[config.mk]
export PLATFORM = sky130hd
export DESIGN_NAME = serial_subtractor
export DESIGN_NICKNAME = d
export VERILOG_FILES = /design/src/rtl/serial_subtractor.sv
export SDC_FILE = /design/constraint.sdc
export NUM_CORES = 1
export LEC_CHECK = 0
export BUFFER_PORTS_ARGS = -buffer_cell sky130_fd_sc_hd__buf_2
export CAP_MARGIN = 25
export CORE_ASPECT_RATIO = 2
export CORE_MARGIN = 3
export CORE_UTILIZATION = 40
export CTS_CLUSTER_DIAMETER = 200
export DETAILED_ROUTE_END_ITERATION = 12
export SLEW_MARGIN = 20
export SYNTH_ARGS = -nofsm -noshare
export SYNTH_HDL_FRONTEND = slang
export SYNTH_SLANG_ARGS = --single-unit
export TNS_END_PERCENT = 100
[constraint.sdc]
create_clock -name i_clk -period 2.1 [get_ports i_clk]
set_clock_uncertainty 0.2 [all_clocks]
set_input_delay 0.315 -clock i_clk [delete_from_list [all_inputs] [get_ports i_clk]]
set_output_delay 0.315 -clock i_clk [all_outputs]
set_load 0.01 [all_outputs]
[src/rtl/serial_subtractor.sv]
// Bit-serial unsigned subtractor: one full-subtractor cell with a registered borrow,
// LSB first, followed by an optional serial two's-complement pass to yield |A-B| and a minus flag.
module serial_subtractor #(
  parameter int WIDTH = 8
) (
  input  logic             i_clk,
  input  logic             i_reset,
  input  logic             i_start,
  input  logic [WIDTH-1:0] i_a,
  input  logic [WIDTH-1:0] i_b,
  output logic [WIDTH-1:0] o_diff,
  output logic             o_neg,
  output logic             o_busy,
  output logic             o_done
);

  localparam int CW = $clog2(WIDTH);
  localparam logic [CW-1:0] LAST = CW'(WIDTH - 1);

  typedef enum logic [1:0] {IDLE, SUB, NEG, DONE} state_t;

  state_t           state;
  logic [WIDTH-1:0] a_sr, b_sr, r_sr;
  logic [CW-1:0]    cnt;
  logic             bc;  // borrow during SUB, carry during NEG

  logic             a0, b0, r0, d, borrow_n, neg_bit, carry_n, last;
  logic [WIDTH-1:0] r_sub, r_neg;

  always_comb begin
    a0       = a_sr[0];
    b0       = b_sr[0];
    r0       = r_sr[0];
    d        = a0 ^ b0 ^ bc;
    borrow_n = (~a0 & b0) | (~(a0 ^ b0) & bc);
    neg_bit  = ~r0 ^ bc;
    carry_n  = ~r0 & bc;
    r_sub    = {d, r_sr[WIDTH-1:1]};
    r_neg    = {neg_bit, r_sr[WIDTH-1:1]};
    last     = (cnt == LAST);
  end

  always_ff @(posedge i_clk or posedge i_reset) begin
    if (i_reset) begin
      state  <= IDLE;
      a_sr   <= '0;
      b_sr   <= '0;
      r_sr   <= '0;
      cnt    <= '0;
      bc     <= 1'b0;
      o_diff <= '0;
      o_neg  <= 1'b0;
      o_busy <= 1'b0;
      o_done <= 1'b0;
    end else begin
      case (state)
        IDLE, DONE: begin
          o_done <= 1'b0;
          if (i_start) begin
            a_sr   <= i_a;
            b_sr   <= i_b;
            bc     <= 1'b0;
            cnt    <= '0;
            o_busy <= 1'b1;
            state  <= SUB;
          end else begin
            o_busy <= 1'b0;
            state  <= IDLE;
          end
        end
        SUB: begin
          a_sr <= a_sr >> 1;
          b_sr <= b_sr >> 1;
          r_sr <= r_sub;
          bc   <= borrow_n;
          cnt  <= cnt + 1'b1;
          if (last) begin
            if (borrow_n) begin
              // Wrapped result: negate it serially to get the magnitude.
              cnt   <= '0;
              bc    <= 1'b1;
              state <= NEG;
            end else begin
              o_diff <= r_sub;
              o_neg  <= 1'b0;
              o_done <= 1'b1;
              o_busy <= 1'b0;
              state  <= DONE;
            end
          end
        end
        NEG: begin
          r_sr <= r_neg;
          bc   <= carry_n;
          cnt  <= cnt + 1'b1;
          if (last) begin
            o_diff <= r_neg;
            o_neg  <= 1'b1;
            o_done <= 1'b1;
            o_busy <= 1'b0;
            state  <= DONE;
          end
        end
        default: state <= IDLE;
      endcase
    end
  end

endmodule
### Word level (Yosys, flattened, before mapping)

Cells that the tools add are included.

| storage, ports and cells | value |
|---|---|
| bits of input ports | 19 |
| word-level logic and storage cells | 69 |
| register bits | 41 |
| output and inout port bits | 11 |

| operators by class | value |
|---|---|
| eq/ne operators | 8 |
| add/sub/neg operators | 1 |
| reduce and logical (&&, ||, !) cells | 8 |
| muxes and demuxes | 32 |
| bitwise gates (word level) | 10 |

Operators by type and width:

| operator | count |
|---|---|
| $pmux 8 s2 | 4 |
| $mux 8 | 5 |
| $mux 1 | 12 |
| $mux 3 | 3 |
| $pmux 1 s3 | 3 |
| $pmux 3 s3 | 1 |
| $ne 2x2->1 const B | 4 |
| $pmux 2 s3 | 1 |
| $eq 2x2->1 const B | 2 |
| $mux 2 | 2 |
| $reduce_and 2->1 | 2 |
| $reduce_and 4->1 | 1 |
| $reduce_bool 2->1 | 2 |
| $add 3x1->3 const B | 1 |
| $and 1x1->1 | 3 |
| $eq 3x3->1 const B | 1 |
| $not 1->1 | 3 |
| $reduce_and 3->1 | 1 |
| $xor 1x1->1 | 3 |
| $eq 2x1->1 const B | 1 |
| $logic_not 2->1 | 1 |
| $pmux 1 s2 | 1 |
| $reduce_or 2->1 | 1 |
| $or 1x1->1 | 1 |

### Longest topological paths before layout

Gate-level depths: netlist (run 1).

| logic depth | value |
|---|---|
| word-level depth | 7 |
| mapped depth | 7 |

### Least setup slack after synthesis (run 1)

OpenSTA, ideal clock, no wires.

| timing | value |
|---|---|
| path kind | register -> register |
| start point | register a_sr[0] |
| end point | register o_diff[0] |
| data required time | 1775 ps |
| buffers on the path | 0 |
| data arrival time | 1487 ps |
| library setup time | 125 ps |
| stages on the path, launching flop included | 7 |
| slack | 288 ps |
| cell sequence | dfrtp_1 > inv_1 > ha_1 > a21oi_4 > mux2i_4 > nor2_8 > mux2_4 |

| between the ends | value |
|---|---|
| cells in the longest elaborated chain, start to end | 6 |

Ends and longest elaborated chain:

| item | line | source |
|---|---|---|
| start: declaration | 23 | `logic [WIDTH-1:0] a_sr, b_sr, r_sr;` |
| start signal: assignment | 60 | `a_sr <= i_a;` |
| start signal: assignment | 72 | `a_sr <= a_sr >> 1;` |
| $xor 1x1->1 | 35 | `borrow_n = (~a0 & b0) \| (~(a0 ^ b0) & bc);` |
| $not 1->1 | 35 |  |
| $and 1x1->1 | 35 |  |
| $or 1x1->1 * | 35 |  |
| $ne 2x2->1 (no line) * | -- |  |
| $reduce_and 4->1 (no line) * | -- |  |
| end signal: assignment | 84 | `o_diff <= r_sub;` |
| end signal: assignment | 97 | `o_diff <= r_neg;` |
| end: declaration | 11 | `output logic [WIDTH-1:0] o_diff,` |

Every way passes the cells marked *; elsewhere a longest branch is shown, timed or not.
A chain may end at the register's enable or synchronous reset.

### Worst setup path in the final report (run 1)

| timing | value |
|---|---|
| start point | register a_sr[0] |
| end point | register o_diff[5] |

The elaborated chain is that of the path after synthesis.

==> results of run 1 <==
[synth_stat cells, drive strengths merged]
| cell type | count |
|---|---|
| a21o | 1 |
| a21oi | 10 |
| a22o | 2 |
| buf | 10 |
| dfrtp | 41 |
| ha | 5 |
| inv | 7 |
| mux2 | 16 |
| mux2i | 17 |
| nand2 | 23 |
| nor2 | 9 |
| nor2b | 3 |
| nor3 | 1 |
| o21ai | 21 |
| o22ai | 4 |
| o32ai | 1 |
| xor2 | 1 |
[worst min-delay path by stage]
stage,from,end,slack (ns),cells after the start
after detailed placement,i_reset,b_sr[5]$_DFFE_PP0P_,0.28,3
after global routing,i_a[2],a_sr[2]$_DFFE_PP0P_,0.10,3
final,i_b[3],b_sr[3]$_DFFE_PP0P_,0.09,3
after CTS,i_b[3],b_sr[3]$_DFFE_PP0P_,0.09,3
after floorplan,a_sr[1]$_DFFE_PP0P_,a_sr[1]$_DFFE_PP0P_,0.26,2
after global placement,i_reset,b_sr[1]$_DFFE_PP0P_,0.26,3
[state kept, by name (all words and copies together) (netlist names)]
register,count
state,2
a_sr,8
cnt,3
r_sr,8
o_busy,1
o_done,1
b_sr,8
o_diff,8
bc,1
o_neg,1
[area by class of cell]
class,count,area share [%]
sequential,41,45.1
multi-input combinational,114,37.9
timing repair buffer,35,9.02
clock buffer,5,3.02
tap,55,3.02
inverter,7,1.15
clock inverter,3,0.770
[per-stage QoR]
stage	worst slack (ns)	hold WS, ns	area, sq um	total power, W
final	0.173	0.0939	2280	0.00346
after global routing	0.0535	0.103	2280	0.00380
after CTS	0.154	0.0856	2280	0.00354
after detailed placement	0.167	0.278	2180	0.00302
after global placement	0.217	0.263	2180	0.00293
after floorplan	0.288	0.255	1980	0.00266
[cell families after synthesis]
group                      count (synthesis)  share of synthesized area (%)
adders and majority gates                  5                           3.16
AOI/OAI and AO/OA                         39                           11.4
and+or+nand+nor                           36                           8.10
xor gates and xnor gates                   1                          0.443
DFF                                       41                           51.9
buffers and inverters                     17                           4.49
muxes                                     33                           20.5
[power by group through the flow]
stage / combinational [W] / sequential [W] / clock, W
3_5_place_dp: 0.00171 / 0.00131 / 0
6_report: 0.00168 / 0.00129 / 0.000496
3_3_place_gp: 0.00164 / 0.00129 / 0
5_1_grt: 0.00190 / 0.00133 / 0.000562
2_1_floorplan: 0.00140 / 0.00127 / 0
4_1_cts: 0.00171 / 0.00130 / 0.000523
[placed cells by master, fill, tap and decap left out]
| cell | instances |
|---|---|
| buf_12 | 1 |
| clkinv_2 | 2 |
| nand2_1 | 23 |
| dfrtp_1 | 41 |
| a21oi_4 | 1 |
| o32ai_1 | 1 |
| mux2i_1 | 15 |
| clkinvlp_4 | 1 |
| a22o_1 | 2 |
| nor2b_1 | 3 |
| mux2i_4 | 2 |
| mux2_4 | 8 |
| inv_2 | 1 |
| a21oi_1 | 9 |
| dlygate4sd3_1 | 1 |
| nor3_1 | 1 |
| a21o_2 | 1 |
| o21ai_0 | 7 |
| mux2_2 | 8 |
| buf_2 | 29 |
| nor2_8 | 1 |
| inv_1 | 6 |
| clkbuf_8 | 5 |
| o22ai_1 | 4 |
| nor2_1 | 8 |
| o21ai_1 | 14 |
| xor2_1 | 1 |
| ha_1 | 5 |
| buf_4 | 4 |
[critical path, delay by kind of cell, from the launching register on]
| kind | cells | cell delay, ns |
|---|---|---|
| AND/OR/NAND/NOR | 1 | 0.21 |
| buffers and inverters | 1 | 0.04 |
| multiplexers | 2 | 0.44 |
| AO/OA/AOI/OAI | 1 | 0.22 |
| flip-flops | 1 | 0.35 |
| adder cells (fa/ha/maj) | 1 | 0.35 |
[metal layers]
layer  global-route usage (%)  vias to the layer above
met4                     6.26                        0
met2                     24.2                       27
met3                     2.82                        9
li1                         -                      651
met5                        0                        -
met1                     14.9                      625
[what timing repair did]
item                      4_1_cts  5_1_grt
hold buffers                    1        0
hold endpoints to repair       41        0
gates resized for setup         0        0
setup buffers                   0        0
==> flow_metrics.env, run 1 <==
export IMPL_drtAntennaViolNets=0
export IMPL_coreArea_sq_um=4690
export IMPL_start_util_pct=42.2
export IMPL_p_leak_nw=1.08
export IMPL_reg2reg_depth=6
export IMPL_min_path_type="input pin to flop"
export IMPL_max_freq_ghz=0.519
export IMPL_synth_seq_cells=41
export IMPL_layout_drive_gt1_share_pct=31.2
export IMPL_area_delta_synth_final_pct=15.1
export IMPL_synth_avg_cell_area_sq_um=11.5
export IMPL_final_seq_area_sq_um=1030
export IMPL_hold_viol=0
export IMPL_synth_warnings=0
export IMPL_grt_max_degree=42
export IMPL_path_clk_slew_ns=0.08
export IMPL_clkLatencyLatePin_ns=0.29
export IMPL_firstDrtPassIters=2
export IMPL_dieArea_sq_um=5880
export IMPL_final_core_util_pct=48.6
export IMPL_netlist_area_leader_share_pct=51.9
export IMPL_cp_cell_sequence="inv_1 -> ha_1 -> a21oi_4 -> mux2i_4 -> nor2_8 -> mux2_4"
export IMPL_period_share_pct=91.7
export IMPL_cap_violations=0
export IMPL_period_minus_slack_ns=1.93
export IMPL_synth_nets=196
export IMPL_synthTopCellsByArea="dfrtp_1 52%, mux2i_1 7.6%, mux2_4 6.1%"
export IMPL_relSlewSlack_pct=66.2
export IMPL_die_h_um=105
export IMPL_ios=30
export IMPL_crit_arrival_ns=1.90
export IMPL_drt_total_wl_mm=3.49
export IMPL_syn_area_sq_um=1980
export IMPL_crit_type="flop to flop"
export IMPL_r2r_setup_slack_ns=0.17
export IMPL_switching_share_pct=38.8
export IMPL_status="finished clean"
export IMPL_crit_path_start="a_sr[0]$_DFFE_PP0P_"
export IMPL_slew_viol_final=0
export IMPL_ctsRootBufferMaster="clkbuf_8"
export IMPL_htreeDepth=2
export IMPL_topRoutingLayerUsed="met4"
export IMPL_finalSetupViolCount=0
export IMPL_worst_pin_slew_ns=0.507
export IMPL_combPwrFrac_pct=48.4
export IMPL_hpwl_mm=2.63
export IMPL_multi_input_area_sq_um=863
export IMPL_cp_max_fo=8
export IMPL_cts_tree="done"
export IMPL_powerDensity_nw_per_um2=1520
export IMPL_fill_cells=418
export IMPL_netlist_instances=172
export IMPL_fp_dieW_um=55.7
export IMPL_p_seq_share_pct=37.3
export IMPL_num_rows=35
export IMPL_yosysTopAreaCell="dfrtp_1"
export IMPL_post_route_drc_count=0
export IMPL_antenna_found_initial=0
export IMPL_internal_power_w=0.00212
export IMPL_rsz0062_at_grt="no"
export IMPL_wl_per_cell_um=13.4
export IMPL_critPathSlowestCell="dfrtp_1"
export IMPL_grt_use_total_pct=13.5
export IMPL_dr_wl_met2_mm=1.92
export IMPL_finalNetCount=228
export IMPL_r2r_start="a_sr[0]$_DFFE_PP0P_"
export IMPL_grt_first_pass_wirelength_mm=6.31
export IMPL_crit_required_ns=2.08
export IMPL_ir_drop_mv=0.876
export IMPL_r2r_end="o_diff[5]$_DFFE_PP0P_"
export IMPL_dpl_cell_count=251
export IMPL_clockBufferDepth=2
export IMPL_post_drt_via_cell_ratio=5.05
export IMPL_clock_sinks=41
export IMPL_pwr_share_clk_pct=14.3
export IMPL_instances_no_fill=260
export IMPL_port_buffer_count=29
export IMPL_cts_buffers=5
export IMPL_grt_pass1_vias=1386
export IMPL_switchingPower_w=0.00134
export IMPL_gp_congestion=0.767
export IMPL_synth_distinct_cells=26
export IMPL_final_setup_tns_ns=0
export IMPL_end_kind="flop"
export IMPL_wl_met3_um=132
export IMPL_start_kind="flop"
export IMPL_max_stage_delay_ns=0.35
export IMPL_endpoint="o_diff[5]$_DFFE_PP0P_"
export IMPL_yosysSeqAreaShare_pct=51.9
export IMPL_num_antenna_cells=0
export IMPL_grt_ovfl_total=0
export IMPL_vias=1312
export IMPL_wl_met1_mm=1.33
export IMPL_drt_iter0_drc=7
No activity file was read; power rests on OpenSTA's default activity.
==> run 2, diff against run 1 <==
--- a/config.mk
+++ b/config.mk
@@ -9,9 +9,11 @@
 export CAP_MARGIN = 25
 export CORE_ASPECT_RATIO = 2
 export CORE_MARGIN = 3
-export CORE_UTILIZATION = 40
+export CORE_UTILIZATION = 56
 export CTS_CLUSTER_DIAMETER = 200
 export DETAILED_ROUTE_END_ITERATION = 12
+export PLACE_DENSITY = 0.79
+export RECOVER_POWER = 25
 export SLEW_MARGIN = 20
 export SYNTH_ARGS = -nofsm -noshare
 export SYNTH_HDL_FRONTEND = slang
==> flow_metrics.env, run 2 (synthesized netlist as in run 1, its figures left out) <==
export IMPL_r2r_start="a_sr[0]$_DFFE_PP0P_"
export IMPL_status="finished clean"
export IMPL_crit_type="flop to flop"
export IMPL_gp_congestion=0.720
export IMPL_drt_total_wl_mm=3.52
export IMPL_crit_required_ns=2.08
export IMPL_path_clk_slew_ns=0.07
export IMPL_area_delta_synth_final_pct=13.5
export IMPL_period_minus_slack_ns=1.93
export IMPL_start_kind="flop"
export IMPL_grt_first_pass_wirelength_mm=6.17
export IMPL_crit_arrival_ns=1.91
export IMPL_grt_use_total_pct=19.7
export IMPL_worst_pin_slew_ns=0.991
export IMPL_cap_violations=0
export IMPL_dr_wl_met2_mm=2.01
export IMPL_slew_viol_final=0
export IMPL_wl_met1_mm=1.29
export IMPL_wl_met3_um=126
export IMPL_dp_slack_ns=0.176
export IMPL_ctsRootBufferMaster="clkbuf_8"
export IMPL_grt_pass1_vias=1447
export IMPL_dpl_cell_area_sq_um=2150
export IMPL_critPathSlowestCell="dfrtp_1"
export IMPL_num_antenna_cells=0
export IMPL_hold_viol=0
export IMPL_finalSetupViolCount=0
export IMPL_antenna_found_initial=0
export IMPL_finalNetCount=228
export IMPL_layout_common_cells="41 x dfrtp_1, 29 x buf_2, 23 x nand2_1"
export IMPL_clock_sinks=41
export IMPL_mostFrequentLayoutCell="dfrtp_1"
export IMPL_port_buffer_count=29
export IMPL_dieArea_sq_um=4320
export IMPL_vias=1337
export IMPL_fp_dieW_um=48.0
export IMPL_cts_buffers=5
export IMPL_fin_area_sq_um=2240
export IMPL_max_stage_delay_ns=0.35
export IMPL_hpwl_mm=2.65
export IMPL_grt_ovfl_total=0
export IMPL_die_h_um=90.1
export IMPL_post_drt_via_cell_ratio=5.67
export IMPL_ir_drop_mv=1.19
export IMPL_layout_drive_gt1_share_pct=30.4
export IMPL_power_w=0.00349
export IMPL_drtAntennaViolNets=0
export IMPL_rsz0062_at_grt="no"
export IMPL_end_kind="flop"
export IMPL_num_rows=30
export IMPL_cp_cell_sequence="inv_1 -> ha_1 -> a21oi_4 -> mux2i_4 -> nor2_8 -> mux2_4"
export IMPL_crit_path_start="a_sr[0]$_DFFE_PP0P_"
export IMPL_wl_per_cell_um=14.9
export IMPL_max_freq_ghz=0.518
export IMPL_coreArea_sq_um=3380
export IMPL_relSlewSlack_pct=33.9
export IMPL_cts_resized=0
export IMPL_post_route_drc_count=0
export IMPL_cts_tree="done"
export IMPL_clkLatencyLatePin_ns=0.29
export IMPL_min_path_type="input pin to flop"
export IMPL_p_leak_nw=1.08
export IMPL_period_share_pct=91.9
export IMPL_firstDrtPassIters=4
export IMPL_drt_iter0_drc=31
export IMPL_htreeDepth=2
export IMPL_min_from="i_a[2]"
export IMPL_start_util_pct=58.6
export IMPL_setup_ws_ns=0.171
export IMPL_ios=30
export IMPL_grt_max_degree=42
export IMPL_cp_max_fo=8
export IMPL_final_setup_tns_ns=0
export IMPL_powerDensity_nw_per_um2=1550
export IMPL_clockBufferDepth=2
export IMPL_topRoutingLayerUsed="met4"
==> run 2: cell count changes in the layout (fill, tap and decap cells not counted), sizes merged <==
cell and delta:
clkinvlp -1, clkbuf +3, buf -1, clkinv -2
==> run 2: area by class of cell <==
class,instances,area (sq um)
clock buffers,7,86.3
fillers,263,1130
inverters,7,26.3
multi-input cells,114,863
flip-flops and latches,41,1030
well taps,32,40.0
repair buffers,35,203
==> run 2: path summary, 6_finish.rpt <==
kind	to	depth (start not counted)	slack, ns
max in group asynchronous	o_done$_DFFE_PP0P_	4	0.43
hold / removal	a_sr[2]$_DFFE_PP0P_	3	0.10
min in group asynchronous	r_sr[3]$_DFFE_PP0P_	4	0.67
setup reg to reg	o_diff[1]$_DFFE_PP0P_	6	0.17
setup / recovery	o_diff[1]$_DFFE_PP0P_	6	0.17
hold reg to reg	b_sr[5]$_DFFE_PP0P_	2	0.29
==> run 2: what timing repair did <==
item                                   in CTS  in global routing
setup endpoints to repair                   0                  0
hold buffers                                1                  0
setup buffers                               0                  0
endpoints found under the hold margin      41                  0
==> run 2: routing by layer <==
metal  vias up  GRT usage, %
met3         4          4.81
met1       650          21.1
met4         0          10.1
met5         -             0
met2        29          32.9
li1        654             -
==> run 2: per-stage QoR <==
stage	hold slack [ns]	instances	util, %
floorplan	0.255	172	-
global placement	0.250	228	63.7
detailed placement	0.265	228	63.7
CTS	0.0954	236	66.5
global route	0.109	236	66.4
finish	0.103	236	66.4
==> run 2: critical path, delay by kind of cell, from the launching register on <==
family	cells	cell delay (ns)
compound gates	1	0.22
fa+ha+maj	1	0.35
buf+inv	1	0.05
flops	1	0.35
mux	2	0.44
simple gates	1	0.21
==> run 2: report_power, final <==
| group | internal, W | leakage, nW | switching, W | total, W |
|---|---|---|---|---|
| clock | 0.000260 | 0.0443 | 0.000247 | 0.000507 |
| combinational | 0.000787 | 0.525 | 0.000893 | 0.00168 |
| sequential | 0.00110 | 0.510 | 0.000198 | 0.00130 |
==> run 3, diff against run 2 <==
==> constraint.sdc (replaced) <==
create_clock -name i_clk -period 2 [get_ports i_clk]
set_clock_uncertainty 0.2 [all_clocks]
set_input_delay 0.3 -clock i_clk [delete_from_list [all_inputs] [get_ports i_clk]]
set_output_delay 0.3 -clock i_clk [all_outputs]
set_load 0.01 [all_outputs]
==> flow_metrics.env, run 3 (synthesized netlist as in run 1, its figures left out) <==
export IMPL_cts_tree="done"
export IMPL_start_util_pct=58.6
export IMPL_grt_first_pass_wirelength_mm=6.11
export IMPL_finalNetCount=230
export IMPL_coreArea_sq_um=3380
export IMPL_htreeDepth=2
export IMPL_slew_viol_final=0
export IMPL_combPwrFrac_pct=48.2
export IMPL_crit_required_ns=1.98
export IMPL_powerDensity_nw_per_um2=1710
export IMPL_start_kind="flop"
export IMPL_period_minus_slack_ns=1.93
export IMPL_clock_sinks=41
export IMPL_cts_buffers=5
export IMPL_area_delta_synth_final_pct=17.1
export IMPL_whs_ns=0.0707
export IMPL_power_w=0.00395
export IMPL_r2r_end="o_diff[5]$_DFFE_PP0P_"
export IMPL_fin_area_sq_um=2320
export IMPL_relSlewSlack_pct=33.9
export IMPL_end_kind="flop"
export IMPL_crit_path_start="a_sr[0]$_DFFE_PP0P_"
export IMPL_dr_wl_met2_mm=2.01
export IMPL_fill_cells=256
export IMPL_ctsRootBufferMaster="clkbuf_8"
export IMPL_hold_viol=0
export IMPL_die_h_um=90.1
export IMPL_grt_pass1_vias=1391
export IMPL_ir_drop_mv=1.32
export IMPL_pwr_share_clk_pct=17.3
export IMPL_crit_arrival_ns=1.91
export IMPL_r2r_setup_slack_ns=0.07
export IMPL_min_path_type="input pin to flop"
export IMPL_vias=1351
export IMPL_dieArea_sq_um=4320
export IMPL_crit_type="flop to flop"
export IMPL_setup_ws_ns=0.0682
export IMPL_p_leak_nw=1.11
export IMPL_period_share_pct=96.6
export IMPL_drt_iter0_drc=19
export IMPL_cp_max_fo=8
export IMPL_ios=30
export IMPL_max_freq_ghz=0.518
export IMPL_gp_congestion=0.731
export IMPL_layout_common_cells="41 x dfrtp_1, 29 x buf_2, 23 x nand2_1"
export IMPL_clkLatencyLatePin_ns=0.29
export IMPL_drtAntennaViolNets=0
export IMPL_p_seq_share_pct=34.6
export IMPL_wl_met1_mm=1.35
export IMPL_firstDrtPassIters=4
export IMPL_grt_max_degree=42
export IMPL_switchingPower_w=0.00146
export IMPL_cap_violations=0
export IMPL_topRoutingLayerUsed="met4"
export IMPL_post_drt_via_cell_ratio=5.65
export IMPL_path_clk_slew_ns=0.07
export IMPL_hpwl_mm=2.50
export IMPL_layout_drive_gt1_share_pct=32.4
export IMPL_mostFrequentLayoutCell="dfrtp_1"
export IMPL_grt_use_total_pct=19.5
export IMPL_drt_total_wl_mm=3.56
export IMPL_antenna_found_initial=0
export IMPL_grt_ovfl_total=0
export IMPL_post_route_drc_count=0
export IMPL_num_antenna_cells=0
export IMPL_status="finished clean"
export IMPL_clockBufferDepth=2
export IMPL_endpoint="o_diff[5]$_DFFE_PP0P_"
export IMPL_switching_share_pct=36.9
export IMPL_dpl_cell_count=228
export IMPL_finalSetupViolCount=0
export IMPL_dpl_cell_area_sq_um=2160
export IMPL_wl_met3_um=109
export IMPL_port_buffer_count=29
export IMPL_reg2reg_depth=6
export IMPL_instances_no_fill=239
export IMPL_internal_power_w=0.00249
export IMPL_fp_dieW_um=48.0
export IMPL_num_rows=30
export IMPL_wl_per_cell_um=14.9
export IMPL_dp_slack_ns=0.0522
export IMPL_worst_pin_slew_ns=0.992
export IMPL_r2r_start="a_sr[0]$_DFFE_PP0P_"
-- run 3: stage by stage --
step,util (%),TNS (ns)
CTS,67.8,0
floorplan,-,0
global route,68.6,-0.0118
global placement,64.0,0
finish,68.6,0
detailed placement,64.0,0
-- run 3: how the worst min path moves through the flow --
stage / from / to / slack (ns) / depth (start not counted)
floorplan: a_sr[1]$_DFFE_PP0P_ / a_sr[1]$_DFFE_PP0P_ / 0.26 / 2
global placement: i_reset / b_sr[1]$_DFFE_PP0P_ / 0.24 / 3
detailed placement: i_reset / b_sr[3]$_DFFE_PP0P_ / 0.25 / 3
CTS: i_b[5] / b_sr[5]$_DFFE_PP0P_ / 0.06 / 3
global route: i_a[2] / a_sr[2]$_DFFE_PP0P_ / 0.08 / 3
finish: i_b[5] / b_sr[5]$_DFFE_PP0P_ / 0.07 / 3
-- run 3: area by class of cell --
cell class | instances | area, sq um | share of cell area [%]
Timing Repair Buffer | 37 | 230 | 9.94
Inverter | 7 | 26.3 | 1.13
Tap cell | 32 | 40.0 | 1.73
Sequential cell | 41 | 1030 | 44.3
Clock inverter | 1 | 30.0 | 1.30
Clock buffer | 7 | 86.3 | 3.73
Multi-Input combinational cell | 114 | 878 | 37.9
-- run 3: power groups by stage --
stage / combinational, W / sequential [W] / clock [W]
final: 0.00190 / 0.00137 / 0.000682
after global routing: 0.00215 / 0.00141 / 0.000731
after CTS: 0.00184 / 0.00136 / 0.000705
after detailed placement: 0.00183 / 0.00138 / 0
after global placement: 0.00175 / 0.00135 / 0
after floorplan: 0.00147 / 0.00133 / 0
-- run 3: critical path, stage by stage (launching register included) --
cell and delay [ns]:
dfrtp_1 0.38, inv_1 0.10, ha_4 0.23, a21oi_4 0.22, mux2i_4 0.13, nor2_8 0.23, mux2_4 0.33
-- run 3: repair_timing --
| item | in CTS | in global routing |
|---|---|---|
| gates resized for setup | 0 | 3 |
| setup buffers | 0 | 2 |
| hold endpoints to repair | 41 | 0 |
| setup endpoints to repair | 0 | 8 |
| hold buffers | 1 | 0 |
-- run 3: routing by layer --
metal / global-route usage (%) / vias to the layer above
li1: - / 653
met4: 10.1 / 0
met2: 30.9 / 29
met1: 22.5 / 663
met3: 5.41 / 6
met5: 0 / -
